--- config.mk ---
export PLATFORM = sky130hd
export DESIGN_NAME = ws2811_decoder_flat
export DESIGN_NICKNAME = d
export VERILOG_FILES = /design/src/rtl/ws2811_pkg.sv /design/src/rtl/ws2811_decoder_if.sv /design/src/rtl/ws2811_decoder_input_synchronizer.sv /design/src/rtl/ws2811_decoder.sv /design/src/flat_wrapper.sv
export SDC_FILE = /design/constraint.sdc
export NUM_CORES = 1
export LEC_CHECK = 0
export CORE_ASPECT_RATIO = 0.7
export CORE_UTILIZATION = 60
export DETAILED_ROUTE_END_ITERATION = 12
export GPL_TIMING_DRIVEN = 0
export PLACE_DENSITY = 0.84
export SYNTH_ARGS = -nofsm -noshare
export SYNTH_HDL_FRONTEND = slang
export SYNTH_SLANG_ARGS = --single-unit
--- constraint.sdc ---
create_clock -name clock_12mhz -period 3.6 [get_ports clock_12mhz]
set_input_delay 0.72 -clock clock_12mhz [delete_from_list [all_inputs] [get_ports clock_12mhz]]
set_output_delay 0.72 -clock clock_12mhz [all_outputs]
set_load 0.05 [all_outputs]
--- src/rtl/ws2811_pkg.sv ---
// Shared WS2811 line constants and decoder/encoder state encoding.
package ws2811_pkg;

   localparam int SEGMENT_CLOCKS = 4;
   localparam int BIT_CLOCKS     = 16;
   localparam int BITS_PER_LED   = 24;
   localparam int MAX_LEDS       = 150;
   localparam int LATCH_LOW      = 600;

   typedef enum logic [1:0] {
      WAIT_LATCH = 2'd0,
      IDLE       = 2'd1,
      HIGH       = 2'd2,
      LOW        = 2'd3
   } ws_state_e;

   // Pixel words arrive MSB first, so each new bit enters at the LSB.
   function automatic logic [BITS_PER_LED-1:0] shift_in_msb(
      input logic [BITS_PER_LED-1:0] word,
      input logic                    bit_val
   );
      return {word[BITS_PER_LED-2:0], bit_val};
   endfunction

endpackage

--- src/rtl/ws2811_decoder_if.sv ---
// Pixel-stream bundle between a WS2811 line decoder (slave) and its consumer (master).
interface ws2811_decoder_if;
   logic        data_in;
   logic [23:0] pixel_data;
   logic        pixel_valid;
   logic [7:0]  pixel_index;
   logic        frame_done;
   logic [7:0]  led_count;
   logic        error;
   logic        busy;

   modport master (
      output data_in,
      input  pixel_data, pixel_valid, pixel_index, frame_done, led_count, error, busy
   );

   modport slave (
      input  data_in,
      output pixel_data, pixel_valid, pixel_index, frame_done, led_count, error, busy
   );
endinterface

--- src/rtl/ws2811_decoder_input_synchronizer.sv ---
// Two-flop synchronizer for an asynchronous serial pin, with rise/fall strobes
// taken between the synchronized level and its one-cycle-delayed copy.
module ws2811_decoder_input_synchronizer (
   input  logic clk_i,
   input  logic rst_i,
   input  logic din_i,
   output logic level_o,
   output logic rise_o,
   output logic fall_o
);

   logic meta_q;
   logic sync_q;
   logic prev_q;

   always_ff @(posedge clk_i) begin
      if (rst_i) begin
         meta_q <= 1'b0;
         sync_q <= 1'b0;
         prev_q <= 1'b0;
      end else begin
         meta_q <= din_i;
         sync_q <= meta_q;
         prev_q <= sync_q;
      end
   end

   assign level_o = sync_q;
   assign rise_o  = sync_q & ~prev_q;
   assign fall_o  = ~sync_q & prev_q;

endmodule

--- src/rtl/ws2811_decoder.sv ---
// WS2811 one-wire decoder: measures high-pulse lengths into bits, packs 24-bit
// pixel words and reports frame boundaries on a long low (latch).
module ws2811_decoder #(
   parameter int BIT_THRESHOLD = 8,
   parameter int MIN_HIGH      = 2,
   parameter int MAX_HIGH      = 15,
   parameter int LATCH_LOW     = ws2811_pkg::LATCH_LOW,
   parameter int BITS_PER_LED  = ws2811_pkg::BITS_PER_LED,
   parameter int MAX_LEDS      = ws2811_pkg::MAX_LEDS
) (
   input  logic              clock_12mhz,
   input  logic              reset,
   ws2811_decoder_if.slave   bus
);
   import ws2811_pkg::*;

   localparam int HC_W = $clog2(MAX_HIGH + 2);
   localparam int LC_W = $clog2(LATCH_LOW + 1);
   localparam logic [HC_W-1:0] HC_SAT  = HC_W'(MAX_HIGH + 1);
   localparam logic [HC_W-1:0] HC_MAX  = HC_W'(MAX_HIGH);
   localparam logic [HC_W-1:0] HC_MIN  = HC_W'(MIN_HIGH);
   localparam logic [HC_W-1:0] HC_ONE  = HC_W'(BIT_THRESHOLD);
   localparam logic [LC_W-1:0] LC_LAST = LC_W'(LATCH_LOW - 1);
   localparam logic [4:0]      BC_LAST = 5'(BITS_PER_LED - 1);
   localparam logic [7:0]      PIX_CAP = 8'(MAX_LEDS);

   logic level_s, rise_s, fall_s;

   ws2811_decoder_input_synchronizer u_sync (
      .clk_i  (clock_12mhz),
      .rst_i  (reset),
      .din_i  (bus.data_in),
      .level_o(level_s),
      .rise_o (rise_s),
      .fall_o (fall_s)
   );

   ws_state_e   state_q, state_d;
   logic [HC_W-1:0] high_cnt_q, high_cnt_d;
   logic [LC_W-1:0] low_cnt_q, low_cnt_d;
   logic [4:0]  bit_cnt_q, bit_cnt_d;
   logic [23:0] shift_q, shift_d;
   logic [7:0]  pix_next_q, pix_next_d;
   logic        ovf_seen_q, ovf_seen_d;
   logic [23:0] pixel_data_q, pixel_data_d;
   logic [7:0]  pixel_index_q, pixel_index_d;
   logic [7:0]  led_count_q, led_count_d;
   logic        pixel_valid_q, pixel_valid_d;
   logic        frame_done_q, frame_done_d;
   logic        error_q, error_d;
   logic        busy_q, busy_d;

   always_ff @(posedge clock_12mhz) begin
      if (reset) begin
         state_q       <= WAIT_LATCH;
         high_cnt_q    <= '0;
         low_cnt_q     <= '0;
         bit_cnt_q     <= 5'd0;
         shift_q       <= 24'd0;
         pix_next_q    <= 8'd0;
         ovf_seen_q    <= 1'b0;
         pixel_data_q  <= 24'd0;
         pixel_index_q <= 8'd0;
         led_count_q   <= 8'd0;
         pixel_valid_q <= 1'b0;
         frame_done_q  <= 1'b0;
         error_q       <= 1'b0;
         busy_q        <= 1'b0;
      end else begin
         state_q       <= state_d;
         high_cnt_q    <= high_cnt_d;
         low_cnt_q     <= low_cnt_d;
         bit_cnt_q     <= bit_cnt_d;
         shift_q       <= shift_d;
         pix_next_q    <= pix_next_d;
         ovf_seen_q    <= ovf_seen_d;
         pixel_data_q  <= pixel_data_d;
         pixel_index_q <= pixel_index_d;
         led_count_q   <= led_count_d;
         pixel_valid_q <= pixel_valid_d;
         frame_done_q  <= frame_done_d;
         error_q       <= error_d;
         busy_q        <= busy_d;
      end
   end

   always_comb begin
      state_d       = state_q;
      high_cnt_d    = high_cnt_q;
      low_cnt_d     = low_cnt_q;
      bit_cnt_d     = bit_cnt_q;
      shift_d       = shift_q;
      pix_next_d    = pix_next_q;
      ovf_seen_d    = ovf_seen_q;
      pixel_data_d  = pixel_data_q;
      pixel_index_d = pixel_index_q;
      led_count_d   = led_count_q;
      busy_d        = busy_q;
      pixel_valid_d = 1'b0;
      frame_done_d  = 1'b0;
      error_d       = 1'b0;

      case (state_q)
         WAIT_LATCH: begin
            if (level_s) begin
               low_cnt_d = '0;
            end else if (low_cnt_q == LC_LAST) begin
               low_cnt_d = '0;
               state_d   = IDLE;
            end else begin
               low_cnt_d = low_cnt_q + 1'b1;
            end
         end
         IDLE: begin
            if (rise_s) begin
               high_cnt_d = HC_W'(1);
               busy_d     = 1'b1;
               state_d    = HIGH;
            end else begin
               low_cnt_d = '0;
            end
         end
         HIGH: begin
            if (high_cnt_q > HC_MAX) begin
               // Over-long pulse: the whole frame is untrusted, requalify on a latch.
               error_d    = 1'b1;
               busy_d     = 1'b0;
               low_cnt_d  = '0;
               bit_cnt_d  = 5'd0;
               pix_next_d = 8'd0;
               ovf_seen_d = 1'b0;
               state_d    = WAIT_LATCH;
            end else if (fall_s) begin
               low_cnt_d = LC_W'(1);
               state_d   = LOW;
               if (high_cnt_q < HC_MIN) begin
                  error_d = 1'b1;
               end else begin
                  shift_d = shift_in_msb(shift_q, high_cnt_q >= HC_ONE);
                  if (bit_cnt_q == BC_LAST) begin
                     bit_cnt_d = 5'd0;
                     if (pix_next_q < PIX_CAP) begin
                        pixel_data_d  = shift_d;
                        pixel_index_d = pix_next_q;
                        pixel_valid_d = 1'b1;
                        pix_next_d    = pix_next_q + 8'd1;
                     end else begin
                        error_d    = ~ovf_seen_q;
                        ovf_seen_d = 1'b1;
                     end
                  end else begin
                     bit_cnt_d = bit_cnt_q + 5'd1;
                  end
               end
            end else if (high_cnt_q != HC_SAT) begin
               high_cnt_d = high_cnt_q + 1'b1;
            end else begin
               high_cnt_d = high_cnt_q;
            end
         end
         LOW: begin
            if (rise_s) begin
               high_cnt_d = HC_W'(1);
               state_d    = HIGH;
            end else if (low_cnt_q == LC_LAST) begin
               frame_done_d = 1'b1;
               led_count_d  = pix_next_q;
               error_d      = (bit_cnt_q != 5'd0);
               pix_next_d   = 8'd0;
               bit_cnt_d    = 5'd0;
               ovf_seen_d   = 1'b0;
               low_cnt_d    = '0;
               busy_d       = 1'b0;
               state_d      = IDLE;
            end else begin
               low_cnt_d = low_cnt_q + 1'b1;
            end
         end
         default: begin
            state_d = WAIT_LATCH;
         end
      endcase
   end

   assign bus.pixel_data  = pixel_data_q;
   assign bus.pixel_valid = pixel_valid_q;
   assign bus.pixel_index = pixel_index_q;
   assign bus.frame_done  = frame_done_q;
   assign bus.led_count   = led_count_q;
   assign bus.error       = error_q;
   assign bus.busy        = busy_q;

endmodule

--- src/flat_wrapper.sv ---
// flat-port wrapper written by rule: the top's interface ports become plain ports
module ws2811_decoder_flat import ws2811_pkg::*;
#(
   parameter int BIT_THRESHOLD = 8,
   parameter int MIN_HIGH      = 2,
   parameter int MAX_HIGH      = 15,
   parameter int LATCH_LOW     = ws2811_pkg::LATCH_LOW,
   parameter int BITS_PER_LED  = ws2811_pkg::BITS_PER_LED,
   parameter int MAX_LEDS      = ws2811_pkg::MAX_LEDS
)
  (clock_12mhz, reset, bus_data_in, bus_pixel_data, bus_pixel_valid, bus_pixel_index, bus_frame_done, bus_led_count, bus_error, bus_busy);
  ws2811_decoder_if bus_i ();
  input  logic clock_12mhz;
  input  logic reset;
  input wire logic [$bits(bus_i.data_in)-1:0] bus_data_in;
  output wire logic [$bits(bus_i.pixel_data)-1:0] bus_pixel_data;
  output wire logic [$bits(bus_i.pixel_valid)-1:0] bus_pixel_valid;
  output wire logic [$bits(bus_i.pixel_index)-1:0] bus_pixel_index;
  output wire logic [$bits(bus_i.frame_done)-1:0] bus_frame_done;
  output wire logic [$bits(bus_i.led_count)-1:0] bus_led_count;
  output wire logic [$bits(bus_i.error)-1:0] bus_error;
  output wire logic [$bits(bus_i.busy)-1:0] bus_busy;
  assign bus_i.data_in = bus_data_in;
  assign bus_pixel_data = bus_i.pixel_data;
  assign bus_pixel_valid = bus_i.pixel_valid;
  assign bus_pixel_index = bus_i.pixel_index;
  assign bus_frame_done = bus_i.frame_done;
  assign bus_led_count = bus_i.led_count;
  assign bus_error = bus_i.error;
  assign bus_busy = bus_i.busy;
  ws2811_decoder #(.BIT_THRESHOLD(BIT_THRESHOLD), .MIN_HIGH(MIN_HIGH), .MAX_HIGH(MAX_HIGH), .LATCH_LOW(LATCH_LOW), .BITS_PER_LED(BITS_PER_LED), .MAX_LEDS(MAX_LEDS)) u_core (.clock_12mhz(clock_12mhz), .reset(reset), .bus(bus_i));
endmodule
==> impl_results.md <==
* Wire per inst at 14.99 µm
* TritonCTS clock tree: built
* Tot GR Track Use at about 29%
* Port bufs at 46
* Finished Layout Cells at a little under 700
* Placement row count at 25
* Number of setup buffers added after CTS at 0
* Crit Path Max Fanout at 9
* Number of clock sinks at between 100 and 150
* Setup TNS Final at 0 ns
* Largest family of logic cells by synthesized area: simple AND/OR/NAND/NOR gates
* Hold Buf Count CTS at 0
* Synth Area in Compound Gates at ~17%
* Placed Cells incl. Taps at 679
* Fillers at roughly 530
* Tmin final at ~3.0 ns
* Status: complete, no violations
* Grt ovf at 0
* Initial core utilization at 63.38%
* Largest stage delay, worst path at around 0.53 ns
* FF+latch count, synth at 101
* Asr flop ratio synth at 0%
* ANT cells at 0
* Most common cell type on the critical path: ha_1
* Reg-to-reg startpoint: u_core.high_cnt_q[1]
* Fmax at between 0.3 and 0.4 GHz
* Cell count after synthesis at 539
* DR vias at 4000
* Max cap viols at 0
* Startpoint Class: flop
* Final Hold Fails at 0
* Unrepaired setup endpoints after global routing: false
* Slew HR at between 50% and 60%
* CTS root buf: clkbuf_8
* Final wirelength at ~10 mm
* Io pins at between 40 and 50
* Vias/cell at approximately 5.8
* Crit share post-route at slightly above 80%
* Synth cell types at 62
* Core Box Area at ~7000 µm²
* Fin. max-slew vios at 0
* Post-synth top area share at a little under half
* Worst Path Arrival at between 3 and 4 ns
* Mux cell area share after synthesis at 0.6853%
* HP Class: flop to flop
* CP max stage cell: dfxtp_1
* Final ANT Viol Nets at 0
* HP Start: u_core.bus.led_count[0]
* Internal power at 1.440 mW
* Clock skew at 0.008264 ns
* Final setup fails at 0
* Power Dens Cells at around 370 nW/µm²
* Psw at around 490 µW
* Buffers plus inverters on the worst setup path at 2
* H-tree levels at 3
* Final Power at between 1.5 and 2 mW
* CTS Buffer Depth at 2
* RD Place Congestion at between 0.8 and 0.9
* Layout cells sized above 1 at under 10%
* Number of enable flip-flop cells after synthesis at 0
* Synth Flop Type: dfxtp_1
* DRT Pass-1 Iters at 5
* Seq/Total Area, Yosys at 46.15%
* Synth top area cells: dfxtp_1 46%, nand2_1 13%, a21oi_1 8.3%
* Synthesized net count at between 500 and 600
* Post-Synth Simple-Gate Area at between 20% and 30%
* CTS Buf Count at 9
* Final nets at approximately 600
* Post-synthesis xor/xnor area fraction at roughly 1.6%
* Slew @ Worst Pin at 0.6983 ns
* Adder-cell share of the synthesized area at 1.999%
* Reg clk slew, reported paths at roughly 0.1 ns
* Synthesized area per cell at approximately 8 µm²
* CTS resizes at 0
* Total die area at ~7700 µm²
* Final HPWL DP at ~7.4 mm
* First-pass GRT wire length at 17.48 mm
* Required time of the critical path at a little under 4 ns
* Worst-skew pair later-pin latency at between 0.3 and 0.4 ns
* Comb pwr share at 4.4%
* Worst setup EP type: flop
* Area Growth Syn to Fin at 17.56%
* Crit path launch: u_core.high_cnt_q[1]
* Synth area leader: dfxtp_1
* Crit-path cells: ha_1, and3_1, ha_1, clkbuf_1, inv_1, a21boi_1, nand2_1, or4_1, a21oi_1
* Antenna violations before repair at 0
* Crit path kind: flop to flop
* Width of the die at between 100 and 150 µm
* Iteration-0 DRC Markers at ~300
* Clock Power Share at 36.2%
* Chip height at between 70 and 80 µm
* Synth Cell Area at roughly 4400 µm²
* Vias in the first global route at around 3600
* DRC at 0
* Pleak at approximately 1.7 nW
* Syn. warnings at 0
* Sw Share at between 20% and 30%
* Maximum vdd drop at 0.0002953 V
* Flop pwr share at between 50% and 60%
* Layout Utilization at around three quarters
* Worst path top cell family by delay: simple AND/OR/NAND/NOR gates
* Largest net degree at the start of global routing at 19
## routing by layer
metal  part of all wire, %  up-vias  routed length, µm  track usage, %
met3                   6.4        8                668           7.098
met4                  0.82        0                 85           8.730
met2                    45      146               4656           45.63
li1                      -     1952                  -               -
met1                    48     1894               5008           39.70
met5                     0        -                  0               0
## sequential cells by signal, summed over array words and instances (netlist names)
name	count
u_core.bus.error	1
u_core.bit_cnt_q	5
u_core.bus.busy	1
u_core.shift_q	23
u_core.state_q	2
u_core.u_sync.level_o	1
u_core.bus.led_count	8
u_core.bus.frame_done	1
u_core.u_sync.prev_q	1
u_core.ovf_seen_q	1
u_core.bus.pixel_data	24
u_core.bus.pixel_index	8
u_core.low_cnt_q	10
u_core.u_sync.meta_q	1
u_core.bus.pixel_valid	1
u_core.high_cnt_q	5
u_core.pix_next_q	8
## worst paths after layout
kind                              to  slack, ns  cells past startpoint
max              u_core.bit_cnt_q[3]       0.61                      9
min          u_core.bus.led_count[0]       0.45                      2
max reg2reg      u_core.bit_cnt_q[3]       0.61                      9
min reg2reg  u_core.bus.led_count[0]       0.45                      2
## final cells by class
class / count / area [µm²] / area share [%]
plain buffers: 37 / 201.4 / 3.911
clock buffers: 10 / 137.6 / 2.672
clock inverters: 6 / 53.80 / 1.044
inverters: 14 / 52.55 / 1.020
multi-input cells: 387 / 2106 / 40.88
flip-flops and latches: 101 / 2022 / 39.25
well taps: 94 / 117.6 / 2.283
repair buffers: 46 / 460.4 / 8.939
## power groups by stage
stage | clock (mW) | combinational (mW) | sequential, mW
after global routing | 0.750 | 0.0944 | 1.15
after CTS | 0.705 | 0.0841 | 1.14
after global placement | 0 | 0.0801 | 1.17
after floorplan | 0 | 0.0620 | 1.16
final | 0.697 | 0.0851 | 1.14
after detailed placement | 0 | 0.0832 | 1.17
## through the flow
step / instance area [µm²] / hold slack [ns] / worst slack [ns]
floorplan: 4382 / 0.4138 / 1.236
global placement: 4960 / 0.4192 / 0.8342
detailed placement: 4960 / 0.4427 / 0.7170
CTS: 5151 / 0.4570 / 0.6806
global route: 5151 / 0.4775 / 0.4582
finish: 5151 / 0.4536 / 0.6121
## Yosys cell counts (4+ instances only)
| cell type | number |
|---|---|
| nand2_1 | 147 |
| dfxtp_1 | 101 |
| a21oi_1 | 73 |
| nor2_1 | 28 |
| clkbuf_1 | 18 |
| nand3_1 | 14 |
| inv_1 | 13 |
| buf_2 | 11 |
| nand4_1 | 8 |
| o21ai_0 | 8 |
| xor2_1 | 8 |
| a211oi_1 | 7 |
| ha_1 | 7 |
| nor2b_1 | 7 |
| buf_6 | 6 |
| nor3_1 | 6 |
| or4_1 | 5 |
| o311ai_2 | 4 |
## cell families after synthesis
family | after synthesis
muxes | 3
DFF | 101
buffers and inverters | 51
adders and majority gates | 7
xor gates and xnor gates | 8
and+or+nand+nor | 250
AOI/OAI and AO/OA | 119
## worst reg2reg max path, stage by stage (launching register included)
cell and delay (ns):
dfxtp_1 0.53, ha_1 0.26, and3_1 0.17, ha_1 0.14
clkbuf_1 0.35, inv_1 0.12, a21boi_1 0.50, nand2_1 0.21
or4_1 0.50, a21oi_1 0.13
## placed cells by master (no fill, tap or decap), drive strengths merged, types with 3 or more instances in the layout
cell	Yosys	routed
nand2	148	148
mux2i	3	3
nand2b	3	3
nor2	29	29
buf	19	19
nand4	8	8
and3	4	4
o21ai	12	12
and2	3	3
ha	7	7
xor2	8	8
clkbuf	18	28
or3	3	3
clkinv	1	4
nand3	14	14
o311ai	4	4
dfxtp	101	101
inv	13	15
nor2b	7	7
a211oi	9	9
clkdlybuf4s50	0	46
a21oi	73	73
nor3	8	8
or4	6	6
nand3b	3	3
Note: power is estimated with default switching activity, not from simulation.
